### src/rtl/frogger_round_if.sv
// Signal bundle between the key decoder / frog / lily-pad blocks and the round sequencer.
// start and dead_frog are levels; dead and win are single-frame pulses sampled on frame_clk.
interface frogger_round_if;
    logic            start;
    logic            dead_frog;
    logic [10:0]     FrogX;
    logic [10:0]     FrogY;
    logic            active;
    logic            frog_reset;
    logic            dead;
    logic            win;
    logic            game_over;
    logic [2:0]      lives;
    logic [2:0]      level;
    logic [3:0]      homes_filled;
    logic [10:0]     round_timer;
    logic [15:0]     score;
    logic [3:0][5:0] LPad_Speed;

    modport master (
        output start, dead_frog, FrogX, FrogY,
        input  active, frog_reset, dead, win, game_over, lives, level,
               homes_filled, round_timer, score, LPad_Speed
    );

    modport slave (
        input  start, dead_frog, FrogX, FrogY,
        output active, frog_reset, dead, win, game_over, lives, level,
               homes_filled, round_timer, score, LPad_Speed
    );
endinterface

### src/rtl/frogger_round_ctrl.sv
// Round sequencer for one frog lane-set: lives, level, home slots, score, round timer
// and per-lane lily-pad speeds. Every output is registered on frame_clk.
module frogger_round_ctrl #(
    parameter int LIVES_INIT   = 3,
    parameter int ROUND_FRAMES = 1800,
    parameter int DEATH_FRAMES = 60,
    parameter int HOME_FRAMES  = 30,
    parameter int MAX_LEVEL    = 7,
    parameter int BASE_SPEED   = 40,
    parameter int MIN_SPEED    = 8
) (
    input  logic           frame_clk,
    input  logic           Reset,
    frogger_round_if.slave rnd,
    output logic [2:0]     state_dbg
);
    typedef enum logic [2:0] {
        S_IDLE, S_RESPAWN, S_PLAY, S_DYING, S_SCORED, S_LEVEL_UP, S_OVER
    } state_t;

    localparam logic [15:0]       DEATH_LAST = 16'(DEATH_FRAMES - 1);
    localparam logic [15:0]       HOME_LAST  = 16'(HOME_FRAMES - 1);
    localparam logic signed [6:0] BASE_S     = 7'(BASE_SPEED);
    localparam logic signed [6:0] MIN_S      = 7'(MIN_SPEED);

    state_t      state, next_state;
    logic [15:0] frame_cnt;
    logic        start_q, dead_frog_q, dead_flag;
    logic [3:0]  slot_hit;
    logic        start_rise, dead_rise, at_home, slot_open;
    logic        load_game, do_die, do_score, fault, pulse_dead, tick_timer, do_level;
    logic [16:0] home_sum, level_sum;

    // Signed 7-bit so that high levels on outer lanes floor instead of wrapping.
    function automatic logic [5:0] lane_speed(input logic [2:0] lvl, input logic [1:0] lane);
        logic signed [6:0] raw;
        raw = BASE_S - $signed({2'b00, lvl, 2'b00}) - $signed({4'b0000, lane, 1'b0});
        return (raw < MIN_S) ? MIN_S[5:0] : raw[5:0];
    endfunction

    assign state_dbg = state;

    always_comb begin
        slot_hit = '0;
        for (int k = 0; k < 4; k++) begin
            slot_hit[k] = (rnd.FrogX >= 11'(120 + 160 * k)) && (rnd.FrogX <= 11'(159 + 160 * k));
        end
    end

    always_comb begin
        start_rise = rnd.start && !start_q;
        dead_rise  = rnd.dead_frog && !dead_frog_q;
        at_home    = (rnd.FrogY == 11'd0);
        slot_open  = |(slot_hit & ~rnd.homes_filled);
        load_game  = ((state == S_IDLE) && rnd.start) || ((state == S_OVER) && start_rise);
        do_die     = (state == S_PLAY) && dead_rise;
        do_score   = (state == S_PLAY) && !dead_rise && at_home && slot_open;
        // Wrong home-row landing or timer expiry: ask the frog to die, then wait for its flag.
        fault      = (state == S_PLAY) && !dead_rise &&
                     ((at_home && !slot_open) || (!at_home && (rnd.round_timer == 11'd0)));
        pulse_dead = fault && !dead_flag;
        tick_timer = (state == S_PLAY) && !dead_rise && !at_home && (rnd.round_timer != 11'd0);
        do_level   = (state == S_LEVEL_UP);
        home_sum   = {1'b0, rnd.score} + 17'd50 + {10'd0, rnd.round_timer[10:4]};
        level_sum  = {1'b0, rnd.score} + 17'd1000;
    end

    always_comb begin
        next_state = state;
        case (state)
            S_IDLE:     if (rnd.start) next_state = S_RESPAWN;
            S_RESPAWN:  next_state = S_PLAY;
            S_PLAY: begin
                if (dead_rise)                  next_state = S_DYING;
                else if (at_home && slot_open)  next_state = S_SCORED;
            end
            S_DYING: begin
                if (frame_cnt == DEATH_LAST)
                    next_state = (rnd.lives == 3'd0) ? S_OVER : S_RESPAWN;
            end
            S_SCORED: begin
                if (frame_cnt == HOME_LAST)
                    next_state = (rnd.homes_filled == 4'hF) ? S_LEVEL_UP : S_RESPAWN;
            end
            S_LEVEL_UP: next_state = S_RESPAWN;
            S_OVER:     if (start_rise) next_state = S_RESPAWN;
            default:    next_state = S_IDLE;
        endcase
    end

    always_ff @(posedge frame_clk) begin
        if (Reset) begin
            state            <= S_IDLE;
            frame_cnt        <= '0;
            start_q          <= 1'b0;
            dead_frog_q      <= 1'b0;
            dead_flag        <= 1'b0;
            rnd.active       <= 1'b0;
            rnd.frog_reset   <= 1'b1;
            rnd.dead         <= 1'b0;
            rnd.win          <= 1'b0;
            rnd.game_over    <= 1'b0;
            rnd.lives        <= 3'd0;
            rnd.level        <= 3'd0;
            rnd.homes_filled <= 4'd0;
            rnd.round_timer  <= 11'd0;
            rnd.score        <= 16'd0;
            for (int i = 0; i < 4; i++) rnd.LPad_Speed[i] <= lane_speed(3'd0, 2'(i));
        end else begin
            state          <= next_state;
            frame_cnt      <= (next_state == state) ? frame_cnt + 16'd1 : 16'd0;
            start_q        <= rnd.start;
            dead_frog_q    <= rnd.dead_frog;
            rnd.active     <= (next_state == S_PLAY);
            rnd.frog_reset <= (next_state == S_IDLE) || (next_state == S_RESPAWN);
            rnd.game_over  <= (next_state == S_OVER);
            rnd.dead       <= pulse_dead;
            rnd.win        <= do_score;
            for (int i = 0; i < 4; i++) rnd.LPad_Speed[i] <= lane_speed(rnd.level, 2'(i));

            if (load_game) begin
                rnd.lives        <= 3'(LIVES_INIT);
                rnd.level        <= 3'd0;
                rnd.score        <= 16'd0;
                rnd.homes_filled <= 4'd0;
            end
            if (state == S_RESPAWN) begin
                rnd.round_timer <= 11'(ROUND_FRAMES);
                dead_flag       <= 1'b0;
            end
            if (pulse_dead) dead_flag <= 1'b1;
            if (do_die && (rnd.lives != 3'd0)) rnd.lives <= rnd.lives - 3'd1;
            if (tick_timer) rnd.round_timer <= rnd.round_timer - 11'd1;
            if (do_score) begin
                rnd.homes_filled <= rnd.homes_filled | slot_hit;
                rnd.score        <= home_sum[16] ? 16'hFFFF : home_sum[15:0];
            end
            if (do_level) begin
                rnd.level        <= (rnd.level >= 3'(MAX_LEVEL)) ? 3'(MAX_LEVEL) : rnd.level + 3'd1;
                rnd.score        <= level_sum[16] ? 16'hFFFF : level_sum[15:0];
                rnd.homes_filled <= 4'd0;
            end
        end
    end

    // A live frog always has at least one life left.
    always_ff @(posedge frame_clk) begin
        if (!Reset && ((state == S_PLAY) || (state == S_RESPAWN) ||
                       (state == S_SCORED) || (state == S_LEVEL_UP)))
            assert (rnd.lives != 3'd0);
    end
endmodule

### src/flat_wrapper.sv
// flat-port wrapper written by rule: the top's interface ports become plain ports
module frogger_round_ctrl_flat 
#(
    parameter int LIVES_INIT   = 3,
    parameter int ROUND_FRAMES = 1800,
    parameter int DEATH_FRAMES = 60,
    parameter int HOME_FRAMES  = 30,
    parameter int MAX_LEVEL    = 7,
    parameter int BASE_SPEED   = 40,
    parameter int MIN_SPEED    = 8
)
  (frame_clk, Reset, state_dbg, rnd_start, rnd_dead_frog, rnd_FrogX, rnd_FrogY, rnd_active, rnd_frog_reset, rnd_dead, rnd_win, rnd_game_over, rnd_lives, rnd_level, rnd_homes_filled, rnd_round_timer, rnd_score, rnd_LPad_Speed);
  frogger_round_if rnd_i ();
  input  logic frame_clk;
  input  logic Reset;
  output logic [2:0] state_dbg;
  input wire logic [$bits(rnd_i.start)-1:0] rnd_start;
  input wire logic [$bits(rnd_i.dead_frog)-1:0] rnd_dead_frog;
  input wire logic [$bits(rnd_i.FrogX)-1:0] rnd_FrogX;
  input wire logic [$bits(rnd_i.FrogY)-1:0] rnd_FrogY;
  output wire logic [$bits(rnd_i.active)-1:0] rnd_active;
  output wire logic [$bits(rnd_i.frog_reset)-1:0] rnd_frog_reset;
  output wire logic [$bits(rnd_i.dead)-1:0] rnd_dead;
  output wire logic [$bits(rnd_i.win)-1:0] rnd_win;
  output wire logic [$bits(rnd_i.game_over)-1:0] rnd_game_over;
  output wire logic [$bits(rnd_i.lives)-1:0] rnd_lives;
  output wire logic [$bits(rnd_i.level)-1:0] rnd_level;
  output wire logic [$bits(rnd_i.homes_filled)-1:0] rnd_homes_filled;
  output wire logic [$bits(rnd_i.round_timer)-1:0] rnd_round_timer;
  output wire logic [$bits(rnd_i.score)-1:0] rnd_score;
  output wire logic [$bits(rnd_i.LPad_Speed)-1:0] rnd_LPad_Speed;
  assign rnd_i.start = rnd_start;
  assign rnd_i.dead_frog = rnd_dead_frog;
  assign rnd_i.FrogX = rnd_FrogX;
  assign rnd_i.FrogY = rnd_FrogY;
  assign rnd_active = rnd_i.active;
  assign rnd_frog_reset = rnd_i.frog_reset;
  assign rnd_dead = rnd_i.dead;
  assign rnd_win = rnd_i.win;
  assign rnd_game_over = rnd_i.game_over;
  assign rnd_lives = rnd_i.lives;
  assign rnd_level = rnd_i.level;
  assign rnd_homes_filled = rnd_i.homes_filled;
  assign rnd_round_timer = rnd_i.round_timer;
  assign rnd_score = rnd_i.score;
  assign rnd_LPad_Speed = rnd_i.LPad_Speed;
  frogger_round_ctrl #(.LIVES_INIT(LIVES_INIT), .ROUND_FRAMES(ROUND_FRAMES), .DEATH_FRAMES(DEATH_FRAMES), .HOME_FRAMES(HOME_FRAMES), .MAX_LEVEL(MAX_LEVEL), .BASE_SPEED(BASE_SPEED), .MIN_SPEED(MIN_SPEED)) u_core (.frame_clk(frame_clk), .Reset(Reset), .rnd(rnd_i), .state_dbg(state_dbg));
endmodule
### config.mk
export PLATFORM = sky130hd
export DESIGN_NAME = frogger_round_ctrl_flat
export DESIGN_NICKNAME = d
export VERILOG_FILES = /design/src/rtl/frogger_round_if.sv /design/src/rtl/frogger_round_ctrl.sv /design/src/flat_wrapper.sv
export SDC_FILE = /design/constraint.sdc
export NUM_CORES = 1
export LEC_CHECK = 0
export BUFFER_PORTS_ARGS = -buffer_cell sky130_fd_sc_hd__clkbuf_2
export CORE_MARGIN = 4
export CORE_UTILIZATION = 60
export CTS_CLUSTER_SIZE = 25
export DETAILED_ROUTE_END_ITERATION = 8
export PLACE_DENSITY = 0.86
export SLEW_MARGIN = 30
export SYNTH_ARGS = -nofsm -noshare
export SYNTH_HDL_FRONTEND = slang
export SYNTH_SLANG_ARGS = --single-unit
### constraint.sdc
create_clock -name frame_clk -period 7.1 [get_ports frame_clk]
set_input_delay 0 -clock frame_clk [delete_from_list [all_inputs] [get_ports frame_clk]]
set_output_delay 0 -clock frame_clk [all_outputs]
set_load 0.01 [all_outputs]
Yosys cells after proc, flatten, opt, wreduce, memory -nomap -nowiden
Cells that the tools add are included.
{"block": "classes", "n_addsub": 11, "multipliers": 0, "n_div": 0, "n_lt_le_gt_ge": 13, "eq_ne": 13, "shift": 0, "muxes": 29, "bitwise_logic": 4, "reduce_logical": 49}
{"cell": "16-bit two-way mux", "n": 5}
{"cell": "3-bit two-way mux", "n": 13}
{"cell": "7-bit by 5-bit less-than comparator with 1-bit output, second input constant", "n": 4}
{"cell": "6-bit two-way mux", "n": 4}
{"cell": "11-bit by 9-bit greater-or-equal comparator with 1-bit output, second input constant", "n": 2}
{"cell": "11-bit by 9-bit less-or-equal comparator with 1-bit output, second input constant", "n": 2}
{"cell": "11-bit zero test", "n": 2}
{"cell": "11-bit two-way mux", "n": 2}
{"cell": "3-bit case mux with 7 select lines", "n": 1}
{"cell": "1-bit logical AND", "n": 20}
{"cell": "16-bit by 10-bit adder with 17-bit output, second input constant", "n": 1}
{"cell": "16-bit by 6-bit adder with 17-bit output, second input constant", "n": 1}
{"cell": "17-bit by 7-bit adder with 17-bit output", "n": 1}
{"cell": "16-bit by 1-bit adder with 16-bit output, second input constant", "n": 1}
{"cell": "16-bit by 5-bit equality test with 1-bit output, second input constant", "n": 1}
{"cell": "16-bit by 6-bit equality test with 1-bit output, second input constant", "n": 1}
{"cell": "7-bit by 4-bit subtractor with 7-bit output, second input constant", "n": 2}
{"cell": "3-bit equality test, second input constant", "n": 4}
{"cell": "2-bit OR reduction", "n": 6}
{"cell": "11-bit by 10-bit greater-or-equal comparator with 1-bit output, second input constant", "n": 1}
{"cell": "11-bit by 7-bit greater-or-equal comparator with 1-bit output, second input constant", "n": 1}
{"cell": "11-bit by 10-bit less-or-equal comparator with 1-bit output, second input constant", "n": 1}
{"cell": "11-bit by 8-bit less-or-equal comparator with 1-bit output, second input constant", "n": 1}
{"cell": "11-bit nonzero test", "n": 1}
{"cell": "other kinds (22)", "n": 41}
{"block": "totals", "register_bits": 88, "latch_bits": 0, "ramBits": 0, "romBits": 0, "in_bits": 26, "output_inout_bits": 69, "wordCells": 142, "n_memories": 0}

Depth between registers and ports, before layout
{"block": "logic_depth", "depth_word": 11, "mapped_depth": 11, "depth_no_buf": 11}

Worst setup path after synthesis
Ideal clock, no wire load.
{"block": "synth_timing", "path_type": "reg-to-reg", "startpoint": "register u_core.rnd.round_timer[5] (netlist bit)", "endpoint": "register u_core.rnd.score[7] (netlist bit)", "setup_time_ps": 87, "t_arrival_ps": 2453, "required_time_ps": 7013, "slack_ps": 4560, "path_stages_with_launch": 12, "n_path_buf": 0, "period_less_slack_ps": 2540, "cell_sequence": "dfxtp_1 inv_1 ha_1 inv_1 ha_1 fa_1 a211o_1 a211oi_1 nor2_1 xnor2_1 a21o_1 a221oi_2"}
{"block": "synth_via", "elab_chain_cells": 4}
{"element": "from (decl)", "line_no": "frogger_round_if.sv:29", "rtl": "homes_filled, round_timer, score, LPad_Speed"}
{"element": "from (signal assigned)", "line_no": "frogger_round_ctrl.sv:128", "rtl": "rnd.round_timer <= 11'(ROUND_FRAMES);"}
{"element": "from (signal assigned)", "line_no": "frogger_round_ctrl.sv:133", "rtl": "if (tick_timer) rnd.round_timer <= rnd.round_timer - 11'd1;"}
{"element": "17-bit by 7-bit adder with 17-bit output", "line_no": "frogger_round_ctrl.sv:64", "rtl": "home_sum = {1'b0, rnd.score} + 17'd50 + {10'd0, rnd.round_timer[10:4]};"}
{"element": "16-bit two-way mux", "line_no": "frogger_round_ctrl.sv:136", "rtl": "rnd.score <= home_sum[16] ? 16'hFFFF : home_sum[15:0];"}
{"element": "16-bit two-way mux", "line_no": "frogger_round_ctrl.sv:134", "rtl": "if (do_score) begin"}
{"element": "16-bit two-way mux", "line_no": "frogger_round_ctrl.sv:138", "rtl": "if (do_level) begin"}
{"element": "to (signal assigned)", "line_no": "frogger_round_ctrl.sv:136"}
{"element": "to (signal assigned)", "line_no": "frogger_round_ctrl.sv:140", "rtl": "rnd.score <= level_sum[16] ? 16'hFFFF : level_sum[15:0];"}
{"element": "to (decl)", "line_no": "frogger_round_if.sv:29"}
Every way passes these cells.
A chain may end at the register's enable or synchronous reset.

Final worst setup path
{"block": "layout_timing", "startpoint": "register u_core.rnd.round_timer[10] (netlist bit)", "endpoint": "register u_core.rnd.score[6] (netlist bit)"}
The elaborated chain is that of the path after synthesis.

==> metrics <==
outcome=completed; critical path's slowest cell=a211oi_1; slew of the pin with the lowest slew margin=roughly 0.89 ns; CP peak stage delay=about 0.50 ns; LEAKAGE=2.18 nW; Setup crit start kind=register; number of flops mapped to enable cells by yosys=0; pwr/cell area=195 nW/µm²; Cells after Synth=541; TritonCTS clock tree=built; Die Height=95.7 µm; htree depth=3; cts bufs inserted=9; n_diodes=0; drt first-iter violations=417; # rows=31; drt pass-1 iters=5; clk root buf=clkbuf_8; register area share after synthesis=33.8%; Die X=95.7 µm; utilization after layout=71.2%; first-pass GRT wire length=between 15000 and 20000 µm; CORE AREA=7370 µm²; Setup violations, final=0; Async SR Flop Fraction=0%; MaxCap Viol Count=0; post-DP HPWL=8530 µm; Placer Congestion=0.961; vias=roughly 4400; Setup crit end kind=register; Yosys reg bits=about 80; crit path kind=register to register; Post-DRT Antenna Nets=0; Critical path buffers and inverters=0; vias in the first global route=4218; HP Class=input port to register; CP Data Arrival Time=3.32 ns; synthesized cell area=4610 µm²; Final Cycle Share=approximately 43%; Overflow after GRT=0; setup_tns=0 ns; Hold-fix buffers, CTS=3; cell family with most CP delay=compound AO/OA/AOI/OAI gates; RSZ-0062 raised after global routing=false; postcts setup bufs=0; vias per cell=6.18; post-route worst setup slack=4.03 ns; # port buffers=85; post-CTS sizing=0; largest net degree at the start of global routing=38; antenna violations before repair=0; Residual DRC=0; Yosys cell types=81; Slew HR=40.4%; initial core utilization=between 60% and 70%; die area=9160 µm²; total design power=1.02 mW; crit path max fanout=7; Area Growth Syn to Fin=13.7%; Final Hold Vio Count=0; clk sinks=between 70 and 80; fin. max-slew vios=0; crit-path cells=ha_1 -> ha_1 -> o21ai_0 -> a211oi_1 -> o21ai_1 -> nor2_1 -> o21ai_0 -> a221oi_1; I/O Pins=95; Final nets=673; final clock skew=about 0.0077 ns; prevailing post-synth register cell=dfxtp_1; WP data required=around 7.4 ns; Max Clk Rate=between 0.3 and 0.4 GHz; clk slew on worst S/H paths=roughly 0.08 ns; Period minus WS final=3.07 ns; DRT Wirelength=11800 µm; global router's overall resource usage=26.3%; Max Buffers Root-to-Sink=2; pre-CTS setup slack=4.16 ns; synth warn=0; Clock Latency Late Sink=between 0.3 and 0.4 ns; DR WL/cell=16.4 µm; Syn Area/Cell=8.53 µm²; worst IR drop on VDD=between 0.1 and 0.15 mV; share of layout cells above drive strength 1=20.5%
[cells by family after synthesis]
group	count (synthesis)	synth area share, %
flip-flops	78	33.8
other	1	0.0813
AO/OA/AOI/OAI	132	20.7
multiplexers	4	0.868
AND/OR/NAND/NOR	201	23.6
adder cells (fa/ha/maj)	32	8.84
XOR/XNOR	28	5.31
buffers and inverters	65	6.81
[metal layers]
layer | GRT usage (%) | share of wire [%]
met1 | 31.5 | 41
met2 | 45.8 | 49
met4 | 12.1 | 2.1
met5 | 0 | 0
met3 | 4.38 | 7.6
[metrics by stage]
step,std cells,hold WS (ns),area (µm²)
2_1_floorplan,546,0.128,4630
3_3_place_gp,700,0.238,5000
3_5_place_dp,700,0.253,5000
4_1_cts,719,0.0177,5250
5_1_grt,719,0.0815,5250
6_report,719,0.0117,5250
[power breakdown]
part           internal (mW)  switching (mW)
logic                 0.0733           0.111
registers              0.452          0.0192
clock network          0.199           0.167
[cells in the mapped netlist, drive strengths merged (9+ instances only)]
cell type | n | share of area (%)
buf | 18 | 3.0
clkbuf | 12 | 0.98
inv | 34 | 2.8
a21oi | 35 | 3.8
nor4 | 10 | 1.4
ha | 31 | 8.4
nor3 | 31 | 3.4
and3 | 13 | 1.8
xnor2 | 19 | 3.6
nand3 | 16 | 1.7
xor2 | 9 | 1.7
nand2 | 37 | 3.1
dfxtp | 78 | 34
a31oi | 11 | 1.5
o21ai | 20 | 2.2
nor2 | 38 | 3.1
[sequential cells by signal, summed over array words and instances, names as in the netlist, 3 cells and up]
register                 cells
u_core.frame_cnt            16
u_core.rnd.score            16
u_core.rnd.LPad_Speed       14
u_core.rnd.round_timer      11
u_core.rnd.homes_filled      4
u_core.rnd.level             3
u_core.rnd.lives             3
u_core.state_dbg             3
[path summary, 6_finish.rpt]
kind	start	to	slack [ns]	cells past startpoint
setup / recovery	u_core.rnd.round_timer[10]$_SDFFE_PP0P_	u_core.rnd.score[6]$_SDFFE_PP0P_	4.03	8
hold reg to reg	u_core.dead_flag$_SDFFE_PP0P_	u_core.rnd.dead$_SDFF_PP0_	0.48	1
hold / removal	rnd_FrogX[10]	u_core.rnd.homes_filled[1]$_SDFFE_PP0P_	0.01	4
setup reg to reg	u_core.rnd.round_timer[10]$_SDFFE_PP0P_	u_core.rnd.score[6]$_SDFFE_PP0P_	4.03	8
[worst min-delay path, cell delays in order]
cell	delay [ns]
clkbuf_2	0.12
nor3_1	0.07
nand3_1	0.06
a21boi_0	0.07
[area by class of cell]
| class | count | area, µm² |
|---|---|---|
| Multi-Input combinational cell | 403 | 2760 |
| Fill cell | 578 | 2120 |
| Sequential cell | 78 | 1560 |
| Timing Repair Buffer | 88 | 455 |
| Clock buffer | 11 | 131 |
| Inverter | 35 | 131 |
| Tap cell | 99 | 124 |
| Clock inverter | 5 | 83.8 |
[placed cells by master (no fill, tap or decap), types with 5 or more instances in the layout]
master,n
clkbuf_2,85
dfxtp_1,78
nor2_1,37
nand2_1,36
a21oi_1,35
inv_1,34
nor3_1,31
ha_1,31
o21ai_0,19
xnor2_1,19
nand3_1,16
and3_1,13
a31oi_1,11
nor4_1,10
xor2_1,9
clkbuf_8,9
nand2b_1,8
a211oi_1,7
or3_1,6
conb_1,6
or2_2,5
o211ai_1,5
a221oi_1,5
Note: power is estimated with default switching activity, not from simulation.
